`src/rtl/id_ex_stage.sv`:
```
// Decode->execute pipeline register with operand forwarding, load-use stall,
// writeback snooping and a valid/ready handshake on both sides.
package id_ex_pkg;
   typedef enum logic [3:0] {
      alu_add  = 4'd0,
      alu_and  = 4'd1,
      alu_or   = 4'd2,
      alu_xor  = 4'd3,
      alu_sll  = 4'd4,
      alu_srl  = 4'd5,
      alu_sra  = 4'd6,
      alu_slt  = 4'd7,
      alu_sltu = 4'd8
   } alu_op_t;
endpackage

module id_ex_stage
   import id_ex_pkg::*;
#(
   parameter int unsigned Width    = 32,
   parameter int unsigned RegAddrW = 5
) (
   input  logic                clk,
   input  logic                rst_n,
   input  logic                flush,
   input  logic                in_valid,
   output logic                in_ready,
   input  logic [Width-1:0]    in_pc,
   input  alu_op_t             in_op,
   input  logic                in_invert_b,
   input  logic [RegAddrW-1:0] in_rs1,
   input  logic [RegAddrW-1:0] in_rs2,
   input  logic                in_rs1_used,
   input  logic                in_rs2_used,
   input  logic [Width-1:0]    in_rs1_val,
   input  logic [Width-1:0]    in_rs2_val,
   input  logic [Width-1:0]    in_imm,
   input  logic                in_use_pc,
   input  logic                in_use_imm,
   input  logic [RegAddrW-1:0] in_rd,
   input  logic                in_wb_en,
   input  logic                in_is_load,
   input  logic                exm_wb_en,
   input  logic [RegAddrW-1:0] exm_rd,
   input  logic [Width-1:0]    exm_data,
   input  logic                exm_data_ok,
   input  logic                wb_en,
   input  logic [RegAddrW-1:0] wb_rd,
   input  logic [Width-1:0]    wb_data,
   output logic                out_valid,
   input  logic                out_ready,
   output alu_op_t             out_op,
   output logic [Width-1:0]    out_a,
   output logic [Width-1:0]    out_b,
   output logic                out_invert_b,
   output logic [Width-1:0]    out_store_data,
   output logic [Width-1:0]    out_pc,
   output logic [RegAddrW-1:0] out_rd,
   output logic                out_wb_en,
   output logic                out_is_load
);

   logic                valid_q, valid_d;
   logic [Width-1:0]    pc_q, pc_d;
   alu_op_t             op_q, op_d;
   logic                invert_b_q, invert_b_d;
   logic [RegAddrW-1:0] rs1_q, rs1_d, rs2_q, rs2_d;
   logic                rs1_used_q, rs1_used_d, rs2_used_q, rs2_used_d;
   logic [Width-1:0]    rs1_val_q, rs1_val_d, rs2_val_q, rs2_val_d;
   logic [Width-1:0]    imm_q, imm_d;
   logic                use_pc_q, use_pc_d, use_imm_q, use_imm_d;
   logic [RegAddrW-1:0] rd_q, rd_d;
   logic                wb_en_q, wb_en_d;
   logic                is_load_q, is_load_d;

   logic             hazard_c;
   logic             out_fire_c;
   logic             capture_c;
   logic [Width-1:0] fwd1_c, fwd2_c;

   // Writeback value for a register if it is being written this cycle.
   function automatic logic [Width-1:0] wb_pick(input logic [RegAddrW-1:0] rs,
                                                input logic [Width-1:0]    val);
      if (wb_en && (wb_rd != '0) && (wb_rd == rs)) return wb_data;
      return val;
   endfunction

   // EX/MEM beats writeback; x0 reads as zero regardless of what was captured.
   function automatic logic [Width-1:0] fwd(input logic [RegAddrW-1:0] rs,
                                            input logic [Width-1:0]    val);
      if (rs == '0) return '0;
      if (exm_wb_en && (exm_rd == rs)) return exm_data;
      return wb_pick(rs, val);
   endfunction

   always_comb begin
      hazard_c = valid_q && !exm_data_ok && exm_wb_en &&
                 ((rs1_used_q && (rs1_q != '0) && (exm_rd == rs1_q)) ||
                  (rs2_used_q && (rs2_q != '0) && (exm_rd == rs2_q)));
      out_valid  = valid_q && !hazard_c;
      out_fire_c = out_valid && out_ready;
      in_ready   = !flush && (!valid_q || out_fire_c);
      capture_c  = in_valid && in_ready;
      fwd1_c     = fwd(rs1_q, rs1_val_q);
      fwd2_c     = fwd(rs2_q, rs2_val_q);
   end

   assign out_op         = op_q;
   assign out_a          = use_pc_q  ? pc_q  : fwd1_c;
   assign out_b          = use_imm_q ? imm_q : fwd2_c;
   assign out_invert_b   = invert_b_q;
   assign out_store_data = fwd2_c;
   assign out_pc         = pc_q;
   assign out_rd         = rd_q;
   assign out_wb_en      = wb_en_q;
   assign out_is_load    = is_load_q;

   // Next-state: flush dominates, then capture, then drain on fire; held operands snoop writeback.
   always_comb begin
      valid_d    = valid_q;
      pc_d       = pc_q;
      op_d       = op_q;
      invert_b_d = invert_b_q;
      rs1_d      = rs1_q;
      rs2_d      = rs2_q;
      rs1_used_d = rs1_used_q;
      rs2_used_d = rs2_used_q;
      rs1_val_d  = wb_pick(rs1_q, rs1_val_q);
      rs2_val_d  = wb_pick(rs2_q, rs2_val_q);
      imm_d      = imm_q;
      use_pc_d   = use_pc_q;
      use_imm_d  = use_imm_q;
      rd_d       = rd_q;
      wb_en_d    = wb_en_q;
      is_load_d  = is_load_q;
      if (flush) begin
         valid_d = 1'b0;
      end else if (capture_c) begin
         valid_d    = 1'b1;
         pc_d       = in_pc;
         op_d       = in_op;
         invert_b_d = in_invert_b;
         rs1_d      = in_rs1;
         rs2_d      = in_rs2;
         rs1_used_d = in_rs1_used;
         rs2_used_d = in_rs2_used;
         rs1_val_d  = wb_pick(in_rs1, in_rs1_val);
         rs2_val_d  = wb_pick(in_rs2, in_rs2_val);
         imm_d      = in_imm;
         use_pc_d   = in_use_pc;
         use_imm_d  = in_use_imm;
         rd_d       = in_rd;
         wb_en_d    = in_wb_en;
         is_load_d  = in_is_load;
      end else if (out_fire_c) begin
         valid_d = 1'b0;
      end
   end

   always_ff @(posedge clk or negedge rst_n) begin
      if (!rst_n) begin
         valid_q    <= 1'b0;
         pc_q       <= '0;
         op_q       <= alu_add;
         invert_b_q <= 1'b0;
         rs1_q      <= '0;
         rs2_q      <= '0;
         rs1_used_q <= 1'b0;
         rs2_used_q <= 1'b0;
         rs1_val_q  <= '0;
         rs2_val_q  <= '0;
         imm_q      <= '0;
         use_pc_q   <= 1'b0;
         use_imm_q  <= 1'b0;
         rd_q       <= '0;
         wb_en_q    <= 1'b0;
         is_load_q  <= 1'b0;
      end else begin
         valid_q    <= valid_d;
         pc_q       <= pc_d;
         op_q       <= op_d;
         invert_b_q <= invert_b_d;
         rs1_q      <= rs1_d;
         rs2_q      <= rs2_d;
         rs1_used_q <= rs1_used_d;
         rs2_used_q <= rs2_used_d;
         rs1_val_q  <= rs1_val_d;
         rs2_val_q  <= rs2_val_d;
         imm_q      <= imm_d;
         use_pc_q   <= use_pc_d;
         use_imm_q  <= use_imm_d;
         rd_q       <= rd_d;
         wb_en_q    <= wb_en_d;
         is_load_q  <= is_load_d;
      end
   end

endmodule
```
`config.mk`:
```
export PLATFORM = sky130hd
export DESIGN_NAME = id_ex_stage
export DESIGN_NICKNAME = d
export VERILOG_FILES = /design/src/rtl/id_ex_stage.sv
export SDC_FILE = /design/constraint.sdc
export NUM_CORES = 1
export LEC_CHECK = 0
export ABC_AREA = 1
export BUFFER_PORTS_ARGS = -buffer_cell sky130_fd_sc_hd__buf_2
export CORE_MARGIN = 5
export CORE_UTILIZATION = 50
export DETAILED_ROUTE_END_ITERATION = 16
export GPL_ROUTABILITY_DRIVEN = 0
export GPL_TIMING_DRIVEN = 0
export MAX_ROUTING_LAYER = met4
export PLACE_DENSITY = 0.9
export SLEW_MARGIN = 20
export SYNTH_ARGS = -nofsm -noshare
export SYNTH_HDL_FRONTEND = slang
export SYNTH_SLANG_ARGS = --single-unit
```
`constraint.sdc`:
```
create_clock -name clk -period 3.6 [get_ports clk]
set_input_delay 0.18 -clock clk [delete_from_list [all_inputs] [get_ports clk]]
set_output_delay 0.18 -clock clk [all_outputs]
set_load 0.01 [all_outputs]
```
======== Word-level counts from Yosys, hierarchy flattened ========
Cells that the tools add are included.
storage, ports and cells
  register bits after elaboration ......... 155
  bits in latches ......................... 0
  memory bits (writable) .................. 0
  ROM bits ................................ 0
  output and inout port bits .............. 142
  logic and storage cells ................. 99
  memories kept ........................... 0
operators by class
  $add $sub $neg .......................... 0
  multiply operators ...................... 0
  div/mod/pow operators ................... 0
  magnitude comparators ................... 0
  equal/unequal tests ..................... 6
  shift operators ......................... 0
  muxes and demuxes ....................... 45
  bitwise operators ....................... 1
  reductions and logical operators ........ 31
operators with widths
  cell                 number
  $mux W32             24
  $eq A5 B5 Y1         6
  $mux W1              21
  $logic_and A1 B1 Y1  18
  $reduce_bool A5 Y1   3
  $logic_not A5 Y1     2
  $logic_not A1 Y1     4
  $reduce_bool A3 Y1   1
  $logic_or A1 B1 Y1   2
  $reduce_and A2 Y1    1
  $not A1 Y1           1

======== Longest topological paths before layout ========
Gate-level depths: netlist of the first run.
  depth in word-level cells ............... 16
  mapped depth ............................ 16
  mapped depth without buffers ............ 13

======== Least setup slack after synthesis of the first run ========
Ideal clock, no wire load.
  path kind ............................... flip-flop to output port
  start ................................... register rs2_q[4]
  end ..................................... output port out_b[23]
  arrival time ............................ 1.627 ns
  required time ........................... 3.420 ns
  setup slack ............................. 1.793 ns
  stages on the path, launching flop included .. 8
  buffers on the path ..................... 1
  cell sequence ........................... dfrtp_1 > xor2_1 > nor2_1 > clkbuf_1 > nand3_1 > nand3_1 > nand2_1 > o21ai_0
on the way
  longest elaborated chain between the ends .. 9
  elaborated cells between the ends (all ways) .. 16
  classes of those cells .................. eq/ne: 2; mux: 11; reduce/logical: 3
RTL lines
  what                    RTL line  text
  start, declared         67        logic [RegAddrW-1:0] rs1_q, rs1_d, rs2_q, rs2_d;
  start signal, assigned  184       rs2_q <= rs2_d;
  $eq A5 B5 Y1            84        if (wb_en && (wb_rd != '0) && (wb_rd == rs)) return wb_data;
  $logic_and A1 B1 Y1     84
  $mux W1                 84
  $mux W1                 93        return wb_pick(rs, val);
  $mux W1                 92        if (exm_wb_en && (exm_rd == rs)) return exm_data;
  $mux W32                85        return val;
  $mux W32                93
  $mux W32 (*)            92
  $mux W32 (*)            110       assign out_b = use_imm_q ? imm_q : fwd2_c;
  end, declared           54        output logic [Width-1:0] out_b,
Every way passes the cells marked *; elsewhere a longest branch is shown, timed or not. The select of a mux whose other input is x is not followed.

======== Worst setup path after layout of the first run ========
  start ................................... register rs1_q[0]
  end ..................................... output port out_a[29]
on the way
  longest elaborated chain between the ends .. 9
  elaborated cells between the ends (all ways) .. 16
  classes of those cells .................. eq/ne: 2; mux: 11; reduce/logical: 3
RTL lines
  what                    RTL line  text
  start, declared         67
  start signal, assigned  183       rs1_q <= rs1_d;
  $eq A5 B5 Y1            84
  $logic_and A1 B1 Y1     84
  $mux W1                 84
  $mux W1                 93
  $mux W1                 92
  $mux W32                85
  $mux W32                93
  $mux W32 (*)            92
  $mux W32 (*)            109       assign out_a = use_pc_q ? pc_q : fwd1_c;
  end, declared           53        output logic [Width-1:0] out_a,
Marks and branches as above.

==> results of run 1 <==
==> cell usage in the layout, fill, tap and decap left out, types with 2 or more instances in the layout <==
cell type,n
sky130_fd_sc_hd__buf_1,3
sky130_fd_sc_hd__o21ai_0,87
sky130_fd_sc_hd__nor2_1,46
sky130_fd_sc_hd__xnor2_1,12
sky130_fd_sc_hd__clkbuf_16,17
sky130_fd_sc_hd__inv_1,77
sky130_fd_sc_hd__nand2_1,689
sky130_fd_sc_hd__dfrtp_1,155
sky130_fd_sc_hd__a21oi_1,2
sky130_fd_sc_hd__diode_2,5
sky130_fd_sc_hd__clkbuf_1,74
sky130_fd_sc_hd__inv_6,4
sky130_fd_sc_hd__buf_6,7
sky130_fd_sc_hd__xor2_1,15
sky130_fd_sc_hd__o21ai_1,41
sky130_fd_sc_hd__bufinv_16,4
sky130_fd_sc_hd__clkinvlp_4,4
sky130_fd_sc_hd__dlygate4sd3_1,35
sky130_fd_sc_hd__nor3_2,4
sky130_fd_sc_hd__nand3_1,165
sky130_fd_sc_hd__nand4_1,154
sky130_fd_sc_hd__buf_2,426
==> where the power goes <==
| part | internal (mW) | total [mW] | switching, mW |
|---|---|---|---|
| Clock | 1.17 | 2.00 | 0.826 |
| Sequential | 2.03 | 2.19 | 0.168 |
| Combinational | 0.805 | 2.33 | 1.52 |
==> metal layers <==
layer / wire [um] / vias to the layer above / GRT usage [%]
met4: 2940 / 0 / 19.8
met1: 16500 / 6161 / 48.3
li1: - / 6072 / -
met3: 6120 / 281 / 8.66
met2: 20900 / 1162 / 59.2
met5: 0 / - / -
==> kinds of logic after synthesis <==
kind of cell	after synthesis	share of synthesized area (%)
AOI/OAI and AO/OA	131	6.38
xor gates and xnor gates	27	2.29
buffers and inverters	215	9.04
DFF	155	37.6
and+or+nand+nor	1060	44.7
==> worst register-to-register path: stages, from the launching register on <==
cell,delay [ns]
sky130_fd_sc_hd__dfrtp_1,0.43
sky130_fd_sc_hd__xnor2_1,0.18
sky130_fd_sc_hd__nand2_1,0.10
sky130_fd_sc_hd__nor3_2,0.70
sky130_fd_sc_hd__nand2_1,0.49
sky130_fd_sc_hd__buf_2,0.34
sky130_fd_sc_hd__nand2_1,0.08
sky130_fd_sc_hd__nand2_1,0.08
sky130_fd_sc_hd__nand2_1,0.08
sky130_fd_sc_hd__nand2_1,0.05
==> sequential cells by signal (all words and copies together), names as in the netlist, 4 cells and up <==
| signal | flops |
|---|---|
| rs1_q | 5 |
| out_pc | 32 |
| rs2_q | 5 |
| imm_q | 32 |
| out_rd | 5 |
| rs1_val_q | 32 |
| rs2_val_q | 32 |
| out_op | 4 |
==> final timing paths <==
kind / startpoint / endpoint / slack, ns / cells past startpoint
min in group asynchronous: rst_n / use_pc_q / 0.30 / 2
worst max-delay path: rs1_q[0] / out_a[29] / 0.14 / 10
max in group asynchronous: rst_n / rs2_val_q[19] / 2.44 / 3
worst min-delay path: in_rd[3] / out_rd[3] / 0.002 / 3
worst min register to register: out_rd[3] / out_rd[3] / 0.47 / 2
worst max register to register: rs1_q[0] / rs1_val_q[30] / 0.96 / 9
==> metrics by stage <==
step | power, mW | setup WS [ns]
3_3_place_gp | 4.37 | -0.0529
3_5_place_dp | 4.42 | 0.752
5_1_grt | 6.81 | 0.0463
2_1_floorplan | 3.43 | 1.79
6_report | 6.52 | 0.137
4_1_cts | 6.42 | 0.284
==> timing repair <==
action	CTS	global route
endpoints found under the hold margin	110	1
hold buffers	34	1
endpoints found under the setup margin	0	0
==> cell type report <==
class	count	area share [%]
clock buffers	19	3.20
inverters	77	2.14
clock inverters	13	1.41
flip-flops and latches	155	28.7
multi-input cells	1218	40.6
repair buffers	408	16.6
plain buffers	138	4.75
diodes	5	0.0924
well taps	270	2.50
==> flow_metrics.py, run 1 <==
metrics = {
    "synth": {
        "async_flop_share_pct": 100,
        "ys_dominant_reg_cell": "sky130_fd_sc_hd__dfrtp_1",
        "synth_cells": 1588,
        "synth.most_common_cell": "sky130_fd_sc_hd__nand2_1",
        "mappedNetlistNets": 1824,
        "synth.yosys.seq_area_share_pct": 37.6,
        "netlist.area_leader.share_pct": 37.6,
        "mean_syn_cell_area_sq_um": 6.49,
        "synth_enable_flop_cells": 0,
        "netlist-cell-type-count": 20,
        "synth_seq_cells": 155,
        "synth.yosys.warnings": 0,
        "synthesis.area_sq_um": 10300,
        "synthTopCellsByCount": "sky130_fd_sc_hd__nand2_1, sky130_fd_sc_hd__nand3_1, sky130_fd_sc_hd__dfrtp_1, sky130_fd_sc_hd__nand4_1, sky130_fd_sc_hd__o21ai_0",
        "yosysTopAreaCell": "sky130_fd_sc_hd__dfrtp_1",
        "yosys-top-cells-area": "sky130_fd_sc_hd__dfrtp_1, sky130_fd_sc_hd__nand2_1, sky130_fd_sc_hd__nand4_1",
    },
    "cells_and_area": {
        "layout_utilization_pct": 66.7,
        "post_route_cells_drive_above_1_share_pct": 23.2,
        "area_growth_syn_to_layout_pct": 31.3,
        "nNetsFinal": 2251,
        "total_area_of_multi_input_combinational_cells_sq_um": 5500,
        "final_cells": 2303,
        "fill_cells": 1762,
        "final_cell_area_sq_um": 13500,
        "regArea_sq_um": 3880,
    },
    "run_status": {
        "outcome": "finished clean",
    },
    "grt": {
        "grt_pass1_vias": 13000,
        "maximum_number_of_pins_on_one_net_before_global_route_repair": 79,
        "grt_overflow": 0,
        "grt.total_usage_pct": 38.7,
        "initial_antenna_violation_count": 3,
        "wire_length_of_the_first_global_routing_pass_um": 70400,
    },
    "timing": {
        "fin_crit_sh_pct": 96.2,
        "finalSetupViolCount": 0,
        "fin_skew_ns": 0.0123,
        "fmax_ghz": 0.289,
        "hold_slack_ns": 0.00198,
        "timing.slew.headroom_pct": 27.8,
        "crit_path_time_final_ns": 3.46,
        "report.final.slew_viol_count": 0,
        "setup_tns_ns": 0,
        "grt_setup_unrepaired": "no",
        "hold_violations": 0,
        "tightestPinTransition_ns": 1.08,
    },
    "clock_network": {
        "cts_tree": "yes",
        "clockBufferDepth": 2,
        "ctsRootBufferMaster": "sky130_fd_sc_hd__clkbuf_16",
        "clkLatencyLatePin_ns": 0.44,
        "cts.sink_count": 155,
        "cts_resized": 0,
        "h_tree_levels": 4,
        "cts.reportedPaths.clkPinSlew_ns": 0.07,
        "post-cts-setup-buffers": 0,
        "cts-buffers-inserted": 17,
    },
    "power": {
        "peakVddDrop_mv": 0.314,
        "p_leak_nw": 7.72,
        "cellPowerDensity_nw_per_um2": 482,
    },
    "die": {
        "rows": 52,
        "die_width_um": 154,
        "core_box_area_sq_um": 20300,
        "initial_utilization_pct": 50.8,
        "dieArea_sq_um": 23600,
        "pin_count": 378,
        "height_of_the_chip_um": 154,
    },
    "setup_path": {
        "cp_cell_sequence": "xnor2_1, nand2_1, nor3_2, nand2_1, buf_2, nand2_1, nand2_1, nor2_1, o21ai_1, buf_2",
        "cp_max_fo": 10,
        "cp_data_arrival_time_ns": 3.28,
        "critical_path.max_stage_delay_ns": 0.70,
        "worstSetupEndpointType": "output port",
        "cp_common_cell": "sky130_fd_sc_hd__nand2_1",
        "cpLargestDelayFamily": "simple AND/OR/NAND/NOR gates",
        "critical_path.slowest_cell": "sky130_fd_sc_hd__nor3_2",
        "worstPathBufferInverterCount": 2,
        "worst_endpoint_required_time_ns": 3.42,
        "critical_path.startpoint_type": "flip-flop",
        "criticalPathCategory": "flip-flop to output port",
    },
    "hold_path": {
        "hp-class": "input port to flip-flop",
    },
    "detailed_routing": {
        "wl_um": 46500,
        "num_vias": 13700,
        "antenna_violating_nets_left": 0,
        "drtIter0Drc": 2113,
        "drc_violations_left": 0,
        "wire_per_inst_um": 20.2,
        "number_of_detailed_routing_iterations_run_before_antenna_repair": 6,
        "viasPerCell": 5.94,
    },
    "placement": {
        "dpl_cell_area_sq_um": 12500,
        "placed_cells": 2231,
        "port_buffers": 372,
        "dpl_hpwl_um": 33200,
    },
    "flow_run": {
        "timing.max_cap.violations": 0,
    },
}
Note: power is estimated with default switching activity, not from simulation.
==> inputs of run 2 (changes only) <==
Clock period 3.6 ns to 3.9 ns, I/O delays scaled along.
==> run 2 against run 1 <==
Effect of this change: global-route usage is 0.73 points lower; clock skew shrank 0.00077 ns; first-iteration DRC count fell by 6.6%; final cell count down 1.3%; highest routed layer unchanged.
==> flow_metrics.py, run 2 (same netlist as run 1, synthesis figures left out) <==
metrics = {
    "run_status": {
        "outcome": "finished clean",
    },
    "setup_path": {
        "slack_of_the_worst_reg_to_reg_path_ns": 1.28,
        "cp_data_arrival_time_ns": 3.28,
        "worst_endpoint_required_time_ns": 3.70,
        "timing.critical_path.from": "rs1_q[0]",
        "worstSetupEndpointType": "output port",
        "criticalPathCategory": "flip-flop to output port",
        "reg2reg_to": "rs1_val_q[12]",
        "critPathCapture": "out_a[30]",
        "critical_path.startpoint_type": "flip-flop",
        "cp_max_fo": 10,
        "crit-reg2reg-launch": "rs1_q[0]",
        "reg2regPathDepth": 9,
    },
    "placement": {
        "port_buffers": 372,
        "post_place_worst_slack_ns": 1.04,
        "dpl_hpwl_um": 33200,
        "placed_cells": 2231,
    },
    "clock_network": {
        "h_tree_levels": 4,
        "cts_tree": "yes",
        "post-cts-setup-buffers": 0,
        "cts.sink_count": 155,
        "clockBufferDepth": 2,
        "ctsRootBufferMaster": "sky130_fd_sc_hd__clkbuf_16",
        "clkLatencyLatePin_ns": 0.44,
        "cts-buffers-inserted": 17,
        "cts.reportedPaths.clkPinSlew_ns": 0.07,
    },
    "timing": {
        "report.final.slew_viol_count": 0,
        "fin_skew_ns": 0.0115,
        "timing.slew.headroom_pct": 25.3,
        "setup_tns_ns": 0,
        "finalSetupViolCount": 0,
        "grt_setup_unrepaired": "no",
        "fin_crit_sh_pct": 89.2,
        "final_critical_path_setup_slack_ns": 0.423,
        "fmax_ghz": 0.288,
        "hold_violations": 0,
        "tightestPinTransition_ns": 1.12,
        "crit_path_time_final_ns": 3.48,
    },
    "grt": {
        "grt_overflow": 0,
        "met3_routing_resource_usage_after_global_routing_pct": 8.99,
        "grt.busiest_layer": "met2",
        "grt.total_usage_pct": 38.0,
        "global_route.usage.met1_pct": 47.8,
        "maximum_number_of_pins_on_one_net_before_global_route_repair": 79,
        "grt_pass1_vias": 12600,
        "globalRouteMet2Util_pct": 58.6,
        "initial_antenna_violation_count": 5,
        "wire_length_of_the_first_global_routing_pass_um": 68900,
    },
    "detailed_routing": {
        "num_vias": 13500,
        "wire_per_inst_um": 20.1,
        "wl_um": 45700,
        "drc_violations_left": 0,
        "viasPerCell": 5.93,
        "antenna_violating_nets_left": 0,
        "drtIter0Drc": 1974,
        "number_of_detailed_routing_iterations_run_before_antenna_repair": 9,
    },
    "power": {
        "cellPowerDensity_nw_per_um2": 453,
        "p_leak_nw": 7.59,
        "peakVddDrop_mv": 0.294,
    },
    "cells_and_area": {
        "final_common_cell": "sky130_fd_sc_hd__nand2_1",
        "regArea_sq_um": 3880,
        "final_cells": 2272,
        "post_route_cells_drive_above_1_share_pct": 23.6,
        "area_growth_syn_to_layout_pct": 28.2,
        "layout_common_cells": "sky130_fd_sc_hd__nand2_1, sky130_fd_sc_hd__buf_2, sky130_fd_sc_hd__nand3_1",
        "fill_cells": 1818,
        "total_area_of_multi_input_combinational_cells_sq_um": 5500,
        "nNetsFinal": 2219,
    },
    "die": {
        "die_width_um": 154,
        "initial_utilization_pct": 50.8,
        "pin_count": 378,
        "rows": 52,
        "height_of_the_chip_um": 154,
        "core_box_area_sq_um": 20300,
        "dieArea_sq_um": 23600,
    },
    "flow_run": {
        "timing.max_cap.violations": 0,
    },
    "hold_path": {
        "hp-class": "input port to flip-flop",
    },
}
## run 2: cell count changes in the layout (fill, tap and decap cells not counted), sizes merged
cell / before / now
diode: 5 / 6
dlygate4sd3: 35 / 3
## run 2: repair_timing
item	in CTS	in global routing
hold endpoints to repair	78	1
hold buffers	2	1
resized for setup	0	0
## run 2: layout make-up
type	count	area share, %
Multi-Input combinational cell	1218	41.6
Sequential cell	155	29.3
Timing Repair Buffer	376	14.6
Buffer	138	4.87
Clock buffer	19	3.28
Tap cell	270	2.56
Inverter	77	2.19
Clock inverter	13	1.44
Antenna cell	6	0.114
## run 2: per-stage QoR
stage	hold slack [ns]	cell area, sq um	util, %	total power [mW]
2_1_floorplan	-0.101	10300	-	3.17
3_3_place_gp	0.397	12500	61.6	4.03
3_5_place_dp	0.215	12500	61.8	4.08
4_1_cts	0.00368	13200	65.0	5.90
5_1_grt	0.00401	13200	65.1	6.25
6_report	0.00262	13200	65.1	5.99
## run 2: how the worst min path moves through the flow
stage                    start          to  slack [ns]  depth (start not counted)
finish              in_imm[29]   imm_q[29]       0.003                          3
global route          in_rd[2]   out_rd[2]       0.004                          3
CTS                  in_pc[13]  out_pc[13]       0.004                          3
detailed placement       rst_n    use_pc_q        0.21                          1
global placement         flush     valid_q        0.40                          2
floorplan                rst_n    imm_q[0]       -0.10                          0
## run 2: per-layer routing
metal	part of all wire, %	wire, um	vias to the layer above
met5	0	0	-
met4	5.4	2480	0
met3	13	5770	231
met2	46	20800	1145
met1	36	16600	6095
li1	-	-	6004
## run 2: worst max-delay path, stage by stage, from the launching register on
cell and delay (ns):
sky130_fd_sc_hd__dfrtp_1 0.43, sky130_fd_sc_hd__xnor2_1 0.18, sky130_fd_sc_hd__nand2_1 0.10, sky130_fd_sc_hd__nor3_2 0.71, sky130_fd_sc_hd__nand2_1 0.47, sky130_fd_sc_hd__buf_2 0.33
sky130_fd_sc_hd__nand2_1 0.08, sky130_fd_sc_hd__nand2_1 0.08, sky130_fd_sc_hd__nor2_1 0.18, sky130_fd_sc_hd__o21ai_0 0.13, sky130_fd_sc_hd__buf_2 0.16
## run 2: report_power, final
| group | internal [mW] | total (mW) | switching, mW |
|---|---|---|---|
| combinational | 0.722 | 2.12 | 1.39 |
| clock | 1.08 | 1.85 | 0.766 |
| sequential | 1.87 | 2.02 | 0.156 |
